--- config.mk ---
export PLATFORM = sky130hd
export DESIGN_NAME = dmem_responder
export DESIGN_NICKNAME = d
export VERILOG_FILES = /design/src/rtl/riscv_mem_pkg.sv /design/src/rtl/dmem_sram.sv /design/src/rtl/dmem_responder.sv
export SDC_FILE = /design/constraint.sdc
export NUM_CORES = 2
export LEC_CHECK = 0
export CAP_MARGIN = 10
export CORE_MARGIN = 1.5
export CORE_UTILIZATION = 45
export CTS_BUF_LIST = sky130_fd_sc_hd__clkbuf_4 sky130_fd_sc_hd__clkbuf_8 sky130_fd_sc_hd__clkbuf_16
export DETAILED_ROUTE_END_ITERATION = 16
export GPL_TIMING_DRIVEN = 0
export HOLD_SLACK_MARGIN = 0.08
export PLACE_DENSITY = 0.57
export SLEW_MARGIN = 20
export SYNTH_ARGS = -nofsm -noshare
export SYNTH_HDL_FRONTEND = slang
export SYNTH_SLANG_ARGS = --single-unit
--- constraint.sdc ---
create_clock -name clk -period 24.3 [get_ports clk]
set_clock_uncertainty 0.2 [all_clocks]
set_input_delay 2.43 -clock clk [delete_from_list [all_inputs] [get_ports clk]]
set_output_delay 2.43 -clock clk [all_outputs]
set_load 0.02 [all_outputs]
--- src/rtl/riscv_mem_pkg.sv ---
// ---------------------------------------------------------------------------
// riscv_mem_pkg
// Shared definitions for the data-memory responder:
//   - RV32I load/store funct3 encodings (size in [1:0], unsigned flag in [2])
//   - responder FSM state type
//   - helpers for legality/alignment checks, lane extraction with
//     sign/zero extension, and sub-word lane merging for stores
// ---------------------------------------------------------------------------
package riscv_mem_pkg;

    localparam int WORD_W = 32;

    localparam logic [2:0] F3_B  = 3'b000;
    localparam logic [2:0] F3_H  = 3'b001;
    localparam logic [2:0] F3_W  = 3'b010;
    localparam logic [2:0] F3_BU = 3'b100;
    localparam logic [2:0] F3_HU = 3'b101;

    typedef enum logic {
        IDLE = 1'b0,
        RMW  = 1'b1
    } state_t;

    function automatic logic f3_load_ok(input logic [2:0] f3);
        logic ok;
        case (f3)
            F3_B, F3_H, F3_W, F3_BU, F3_HU: ok = 1'b1;
            default:                        ok = 1'b0;
        endcase
        return ok;
    endfunction

    function automatic logic f3_store_ok(input logic [2:0] f3);
        logic ok;
        case (f3)
            F3_B, F3_H, F3_W: ok = 1'b1;
            default:          ok = 1'b0;
        endcase
        return ok;
    endfunction

    // size is funct3[1:0]; the reserved size 2'b11 is rejected elsewhere
    function automatic logic is_misaligned(input logic [1:0] size, input logic [1:0] off);
        logic bad;
        case (size)
            2'b01:   bad = off[0];
            2'b10:   bad = (off != 2'b00);
            default: bad = 1'b0;
        endcase
        return bad;
    endfunction

    // Pull the addressed lane down to bit 0, then extend to a full word.
    function automatic logic [WORD_W-1:0] lane_extract(input logic [WORD_W-1:0] word,
                                                       input logic [1:0]        off,
                                                       input logic [2:0]        f3);
        logic [WORD_W-1:0] sh;
        logic [WORD_W-1:0] res;
        sh = word >> {off, 3'b000};
        case (f3)
            F3_B:    res = {{24{sh[7]}},  sh[7:0]};
            F3_H:    res = {{16{sh[15]}}, sh[15:0]};
            F3_W:    res = word;
            F3_BU:   res = {24'h000000, sh[7:0]};
            F3_HU:   res = {16'h0000,   sh[15:0]};
            default: res = '0;
        endcase
        return res;
    endfunction

    // Replace the addressed byte/half of word with the low bits of data.
    function automatic logic [WORD_W-1:0] lane_merge(input logic [WORD_W-1:0] word,
                                                     input logic [WORD_W-1:0] data,
                                                     input logic [1:0]        off,
                                                     input logic [2:0]        f3);
        logic [WORD_W-1:0] mask;
        case (f3)
            F3_B:    mask = 32'h0000_00FF;
            F3_H:    mask = 32'h0000_FFFF;
            default: mask = 32'hFFFF_FFFF;
        endcase
        mask = mask << {off, 3'b000};
        return (word & ~mask) | ((data << {off, 3'b000}) & mask);
    endfunction

endpackage

--- src/rtl/dmem_sram.sv ---
// ---------------------------------------------------------------------------
// dmem_sram
// Single-port synchronous word RAM with one-cycle read latency.
// A write cycle does not update dout, so dout keeps the last read word
// (the read-modify-write path relies on that).
// Ports:
//   clk   in   clock
//   en    in   access enable
//   we    in   write enable (when en)
//   addr  in   word address
//   din   in   write data
//   dout  out  read data, valid the cycle after a read
// ---------------------------------------------------------------------------
module dmem_sram #(
    parameter int DATA_W = 32,
    parameter int AW     = 7
) (
    input  logic              clk,
    input  logic              en,
    input  logic              we,
    input  logic [AW-1:0]     addr,
    input  logic [DATA_W-1:0] din,
    output logic [DATA_W-1:0] dout
);

    logic [DATA_W-1:0] r_mem [0:(1<<AW)-1];

    always_ff @(posedge clk) begin
        if (en) begin
            if (we) begin
                r_mem[addr] <= din;
            end else begin
                dout <= r_mem[addr];
            end
        end
    end

endmodule

--- src/rtl/dmem_responder.sv ---
// ---------------------------------------------------------------------------
// dmem_responder
// Memory-side responder for the core's data-memory port. Loads and word
// stores complete with a response the next cycle; byte/half stores do a
// two-cycle read-modify-write during which busy stalls the core.
// Ports:
//   clk         in   system clock
//   reset       in   asynchronous active-high reset
//   rd, wr      in   load / store request
//   addr        in   byte address (wraps at ADDR_W bits)
//   wr_data     in   store data, sub-word taken from the low bits
//   funct3      in   RV32I load/store size and sign encoding
//   rd_data     out  load result, extended; holds between load responses
//   resp_valid  out  one-cycle pulse per accepted request
//   busy        out  request not accepted this cycle
//   err         out  with resp_valid: illegal or misaligned access
// ---------------------------------------------------------------------------
module dmem_responder
    import riscv_mem_pkg::*;
#(
    parameter int DATA_W = 32,
    parameter int ADDR_W = 9
) (
    input  logic              clk,
    input  logic              reset,
    input  logic              rd,
    input  logic              wr,
    input  logic [ADDR_W-1:0] addr,
    input  logic [DATA_W-1:0] wr_data,
    input  logic [2:0]        funct3,
    output logic [DATA_W-1:0] rd_data,
    output logic              resp_valid,
    output logic              busy,
    output logic              err
);

    localparam int WA_W = ADDR_W - 2;

    state_t            r_state;
    state_t            w_state_nxt;

    logic              r_resp_valid;
    logic              r_err;
    logic              r_load_resp;
    logic [DATA_W-1:0] r_rd_data;

    // Request attributes captured at acceptance; used by the load response
    // and by the merge cycle of a sub-word store.
    logic [2:0]        r_req_f3;
    logic [1:0]        r_req_off;
    logic [WA_W-1:0]   r_req_waddr;
    logic [DATA_W-1:0] r_req_wdata;

    logic              w_accept;
    logic              w_bad;
    logic              w_resp_nxt;
    logic              w_err_nxt;
    logic              w_load_nxt;
    logic              w_sram_en;
    logic              w_sram_we;
    logic [WA_W-1:0]   w_sram_addr;
    logic [DATA_W-1:0] w_sram_din;
    logic [DATA_W-1:0] w_sram_dout;
    logic [DATA_W-1:0] w_rd_data;

    assign busy = (r_state == RMW);

    // Gating with reset keeps a request present during reset from reaching
    // the (unreset) SRAM.
    assign w_accept = (rd | wr) & ~busy & ~reset;

    assign w_bad = (rd & wr)
                 | (rd & ~f3_load_ok(funct3))
                 | (wr & ~f3_store_ok(funct3))
                 | is_misaligned(funct3[1:0], addr[1:0]);

    dmem_sram #(
        .DATA_W (DATA_W),
        .AW     (WA_W)
    ) u_sram (
        .clk  (clk),
        .en   (w_sram_en),
        .we   (w_sram_we),
        .addr (w_sram_addr),
        .din  (w_sram_din),
        .dout (w_sram_dout)
    );

    // State register and response flags
    always_ff @(posedge clk or posedge reset) begin
        if (reset) begin
            r_state      <= IDLE;
            r_resp_valid <= 1'b0;
            r_err        <= 1'b0;
            r_load_resp  <= 1'b0;
            r_rd_data    <= '0;
        end else begin
            r_state      <= w_state_nxt;
            r_resp_valid <= w_resp_nxt;
            r_err        <= w_err_nxt;
            r_load_resp  <= w_load_nxt;
            r_rd_data    <= w_rd_data;
        end
    end

    // Request capture (data only, no reset needed)
    always_ff @(posedge clk) begin
        if (w_accept) begin
            r_req_f3    <= funct3;
            r_req_off   <= addr[1:0];
            r_req_waddr <= addr[ADDR_W-1:2];
            r_req_wdata <= wr_data;
        end
    end

    // Next-state, SRAM control and response scheduling
    always_comb begin
        w_state_nxt = r_state;
        w_sram_en   = 1'b0;
        w_sram_we   = 1'b0;
        w_sram_addr = addr[ADDR_W-1:2];
        w_sram_din  = wr_data;
        w_resp_nxt  = 1'b0;
        w_err_nxt   = 1'b0;
        w_load_nxt  = 1'b0;

        case (r_state)
            IDLE: begin
                if (w_accept) begin
                    if (w_bad) begin
                        w_resp_nxt = 1'b1;
                        w_err_nxt  = 1'b1;
                    end else if (rd) begin
                        w_sram_en  = 1'b1;
                        w_load_nxt = 1'b1;
                        w_resp_nxt = 1'b1;
                    end else if (funct3 == F3_W) begin
                        w_sram_en  = 1'b1;
                        w_sram_we  = 1'b1;
                        w_resp_nxt = 1'b1;
                    end else begin
                        // sub-word store: fetch the word, merge next cycle
                        w_sram_en   = 1'b1;
                        w_state_nxt = RMW;
                    end
                end
            end
            RMW: begin
                // dout still holds the word read when the store was accepted
                w_sram_en   = 1'b1;
                w_sram_we   = 1'b1;
                w_sram_addr = r_req_waddr;
                w_sram_din  = lane_merge(w_sram_dout, r_req_wdata, r_req_off, r_req_f3);
                w_resp_nxt  = 1'b1;
                w_state_nxt = IDLE;
            end
            default: begin
                w_state_nxt = IDLE;
            end
        endcase
    end

    // Load data comes straight from the SRAM output in the response cycle;
    // error responses force zero; otherwise the last value is held.
    always_comb begin
        w_rd_data = r_rd_data;
        if (r_resp_valid && r_err) begin
            w_rd_data = '0;
        end else if (r_load_resp) begin
            w_rd_data = lane_extract(w_sram_dout, r_req_off, r_req_f3);
        end
    end

    assign rd_data    = w_rd_data;
    assign resp_valid = r_resp_valid;
    assign err        = r_err;

endmodule

==> impl_metrics.env <==
export IMPL_die_h_um=588
export IMPL_synth_most_common_cell="edfxtp_1"
export IMPL_fp_dieArea_um2=346000
export IMPL_dr_pass1_iters=9
export IMPL_ir_worst_vdd_mv=0.0687
export IMPL_cts_tree="done"
export IMPL_setup_violations=0
export IMPL_cts_setup_buffers=0
export IMPL_postSynth_asyncResetShare_pct=0.856
export IMPL_cts_buffers=420
export IMPL_rows=214
export IMPL_p_total_mw=15.7
export IMPL_ys_types=71
export IMPL_vias=97100
export IMPL_synth_top_area_share_pct=81.3
export IMPL_drive_gt1_share_pct=18.3
export IMPL_synth_seq_area_share_pct=81.8
export IMPL_maxCapViolCount=0
export IMPL_clk_pin_slew_ps=60
export IMPL_grt_first_pass_wirelength_um=809000
export IMPL_htreeDepth=5
export IMPL_fmax_mhz=123
export IMPL_cp_arrival_ps=8590
export IMPL_p_leak_nw=56.8
export IMPL_via_per_inst=6.86
export IMPL_regArea_um2=126000
export IMPL_end_kind="flip-flop"
export IMPL_clock_latency_ps=1000
export IMPL_hold_start="r_rd_data[10]$_DFF_PP0_"
export IMPL_finalHoldViolations=0
export IMPL_drt_initial_drc_count=17600
export IMPL_cts_resized_gates=0
export IMPL_drc=0
export IMPL_ctsHoldBuffers=0
export IMPL_drtAntennaViolNets=0
export IMPL_finalWorstSetupSlack_ps=16160
export IMPL_finalInstanceArea_um2=187000
export IMPL_synthesis_nets=8292
export IMPL_fillCellCount=25800
export IMPL_yosys_warnings=0
export IMPL_worstSetupStartpoint="addr[4]"
export IMPL_whs_ps=353
export IMPL_worst_pin_slew_ps=1380
export IMPL_powerDensity_nw_per_um2=84.1
export IMPL_synth_edf_count=4172
export IMPL_die_width_um=588
export IMPL_cts_buffer_depth=4
export IMPL_grt_pass1_vias=89400
export IMPL_io_buffers=82
export IMPL_place_ws_ps=15640
export IMPL_dpl_cell_count=13300
export IMPL_grt_max_degree=95
export IMPL_grt_total_usage_pct=35.0
export IMPL_initial_core_util_pct=45.3
export IMPL_placed_area_um2=173000
export IMPL_cts_sinks=4208
export IMPL_path_class="in2reg"
export IMPL_synthTopCellsByArea="edfxtp_1 81%, a22oi_1 9.5%, a41oi_1 2.6%"
export IMPL_final_max_slew_viol_count=0
export IMPL_status="completed"
export IMPL_worst_path_max_fanout=20
export IMPL_multi_input_area_um2=27300
export IMPL_gp_congestion=1.04
export IMPL_synthesis_area_um2=154000
export IMPL_postSynthAreaPerCell_um2=18.7
export IMPL_num_io_pins=83
export IMPL_fin_crit_sh_pct=33.5
export IMPL_core_um2=340000
export IMPL_wl_per_cell_um=43.7
export IMPL_synth_cells=8241
export IMPL_drt_total_wl_um=618000
export IMPL_ys_ff_latch=4208
export IMPL_dpl_hpwl_um=441000
export IMPL_r2r_start="busy$_DFF_PP0_"
export IMPL_final_nets=9278
export IMPL_critPathLaunchType="input port"
export IMPL_final_core_util_pct=54.9
export IMPL_final_cell_count_no_fill=14200
export IMPL_min_period_ps=8140
export IMPL_rsz0062_at_grt="false"
export IMPL_cts_root_buf="clkbuf_16"
export IMPL_ys_flop_type="edfxtp_1"
export IMPL_fin_setup_tns_ps=0
export IMPL_worstPathRequired_ps=24750
export IMPL_layout_area_overhead_vs_synth_pct=21.3
export IMPL_min_path_type="reg2reg"
export IMPL_synth_common_cells="4,172 x edfxtp_1, 1,943 x a22oi_1, 454 x a41oi_1"
export IMPL_antenna_found_initial=56
export IMPL_grt_overflow=0
export IMPL_synth_top_cell_by_area="edfxtp_1"
export IMPL_slew_limit_headroom_pct=7.03
==> worst max-delay path, stage by stage <==
cell,delay (ps)
clkdlybuf4s50_1,480
buf_2,240
nor4b_2,1060
or2_4,350
buf_6,270
clkbuf_1,720
buf_2,620
nand2_1,560
clkbuf_2,560
nor2_4,760
buf_16,240
buf_12,200
==> layer usage <==
| metal | wire (um) | GRT usage, % | vias up |
|---|---|---|---|
| li1 | - | - | 37500 |
| met1 | 227000 | 46.6 | 50400 |
| met2 | 259000 | 49.2 | 7779 |
| met3 | 92900 | 13.7 | 1300 |
| met4 | 39200 | 18.9 | 24 |
| met5 | 256 | 0.192 | - |
==> path summary, 6_finish.rpt <==
| check | end | slack (ps) | cells past startpoint |
|---|---|---|---|
| setup / recovery | u_sram.r_mem[84][9]$_DFFE_PP_ | 16160 | 12 |
| hold / removal | r_rd_data[10]$_DFF_PP0_ | 350 | 2 |
| setup reg to reg | u_sram.dout[23]$_DFFE_PP_ | 17380 | 11 |
| hold reg to reg | r_rd_data[10]$_DFF_PP0_ | 350 | 2 |
| max in group asynchronous | r_rd_data[25]$_DFF_PP0_ | 21640 | 2 |
| min in group asynchronous | r_load_resp$_DFF_PP0_ | 1740 | 2 |
==> flip-flops by register name, summed over array words and instances (netlist names) <==
| name | cells |
|---|---|
| busy | 1 |
| resp_valid | 1 |
| err | 1 |
| r_rd_data | 32 |
| r_load_resp | 1 |
| u_sram.r_mem | 4096 |
| r_req_off | 2 |
| u_sram.dout | 32 |
| r_req_f3 | 3 |
| r_req_wdata | 32 |
| r_req_waddr | 7 |
==> layout make-up <==
class	instances	share of cell area (%)
Antenna cell	40	0.0535
Buffer	589	1.52
Clock buffer	502	6.01
Clock inverter	268	1.31
Inverter	21	0.0422
Multi-Input combinational cell	3423	14.6
Sequential cell	4208	67.5
Tap cell	4536	3.04
Timing Repair Buffer	564	5.92
==> logic make-up after synthesis <==
family | synth area share [%]
AO/OA/AOI/OAI | 14.4
multiplexers | 0.601
adder cells (fa/ha/maj) | 0.0308
flip-flops | 81.8
buffers and inverters | 1.86
AND/OR/NAND/NOR | 1.24
==> layout by cell type (no fill, tap or decap), drive strengths merged, types with 4 or more instances in the layout <==
cell type,count
nor3,7
clkbuf,799
clkdlybuf4s50,82
bufinv,37
nand3,4
o41ai,125
o211ai,16
diode,40
a211oi,10
a21oi,51
a22oi,1945
a41oi,454
a22o,4
nand2,51
inv,35
nand4,31
o2bb2ai,9
mux2,10
and4,48
clkinvlp,12
or2,6
o21ai,221
buf,774
nor2b,17
mux2i,79
dfrtp,36
o32ai,4
a21o,19
nor2,192
edfxtp,4172
clkinv,205
a2bb2oi,5
nand2b,5
a31oi,52
o22ai,17
==> power by group <==
part           leakage, nW  switching, mW  total [mW]  internal, mW
Combinational         12.0          0.850        1.15         0.297
Sequential            38.0         0.0139        8.08          8.06
Clock                 6.80           2.82        6.51          3.69
Power figures use the tool's default switching activity.
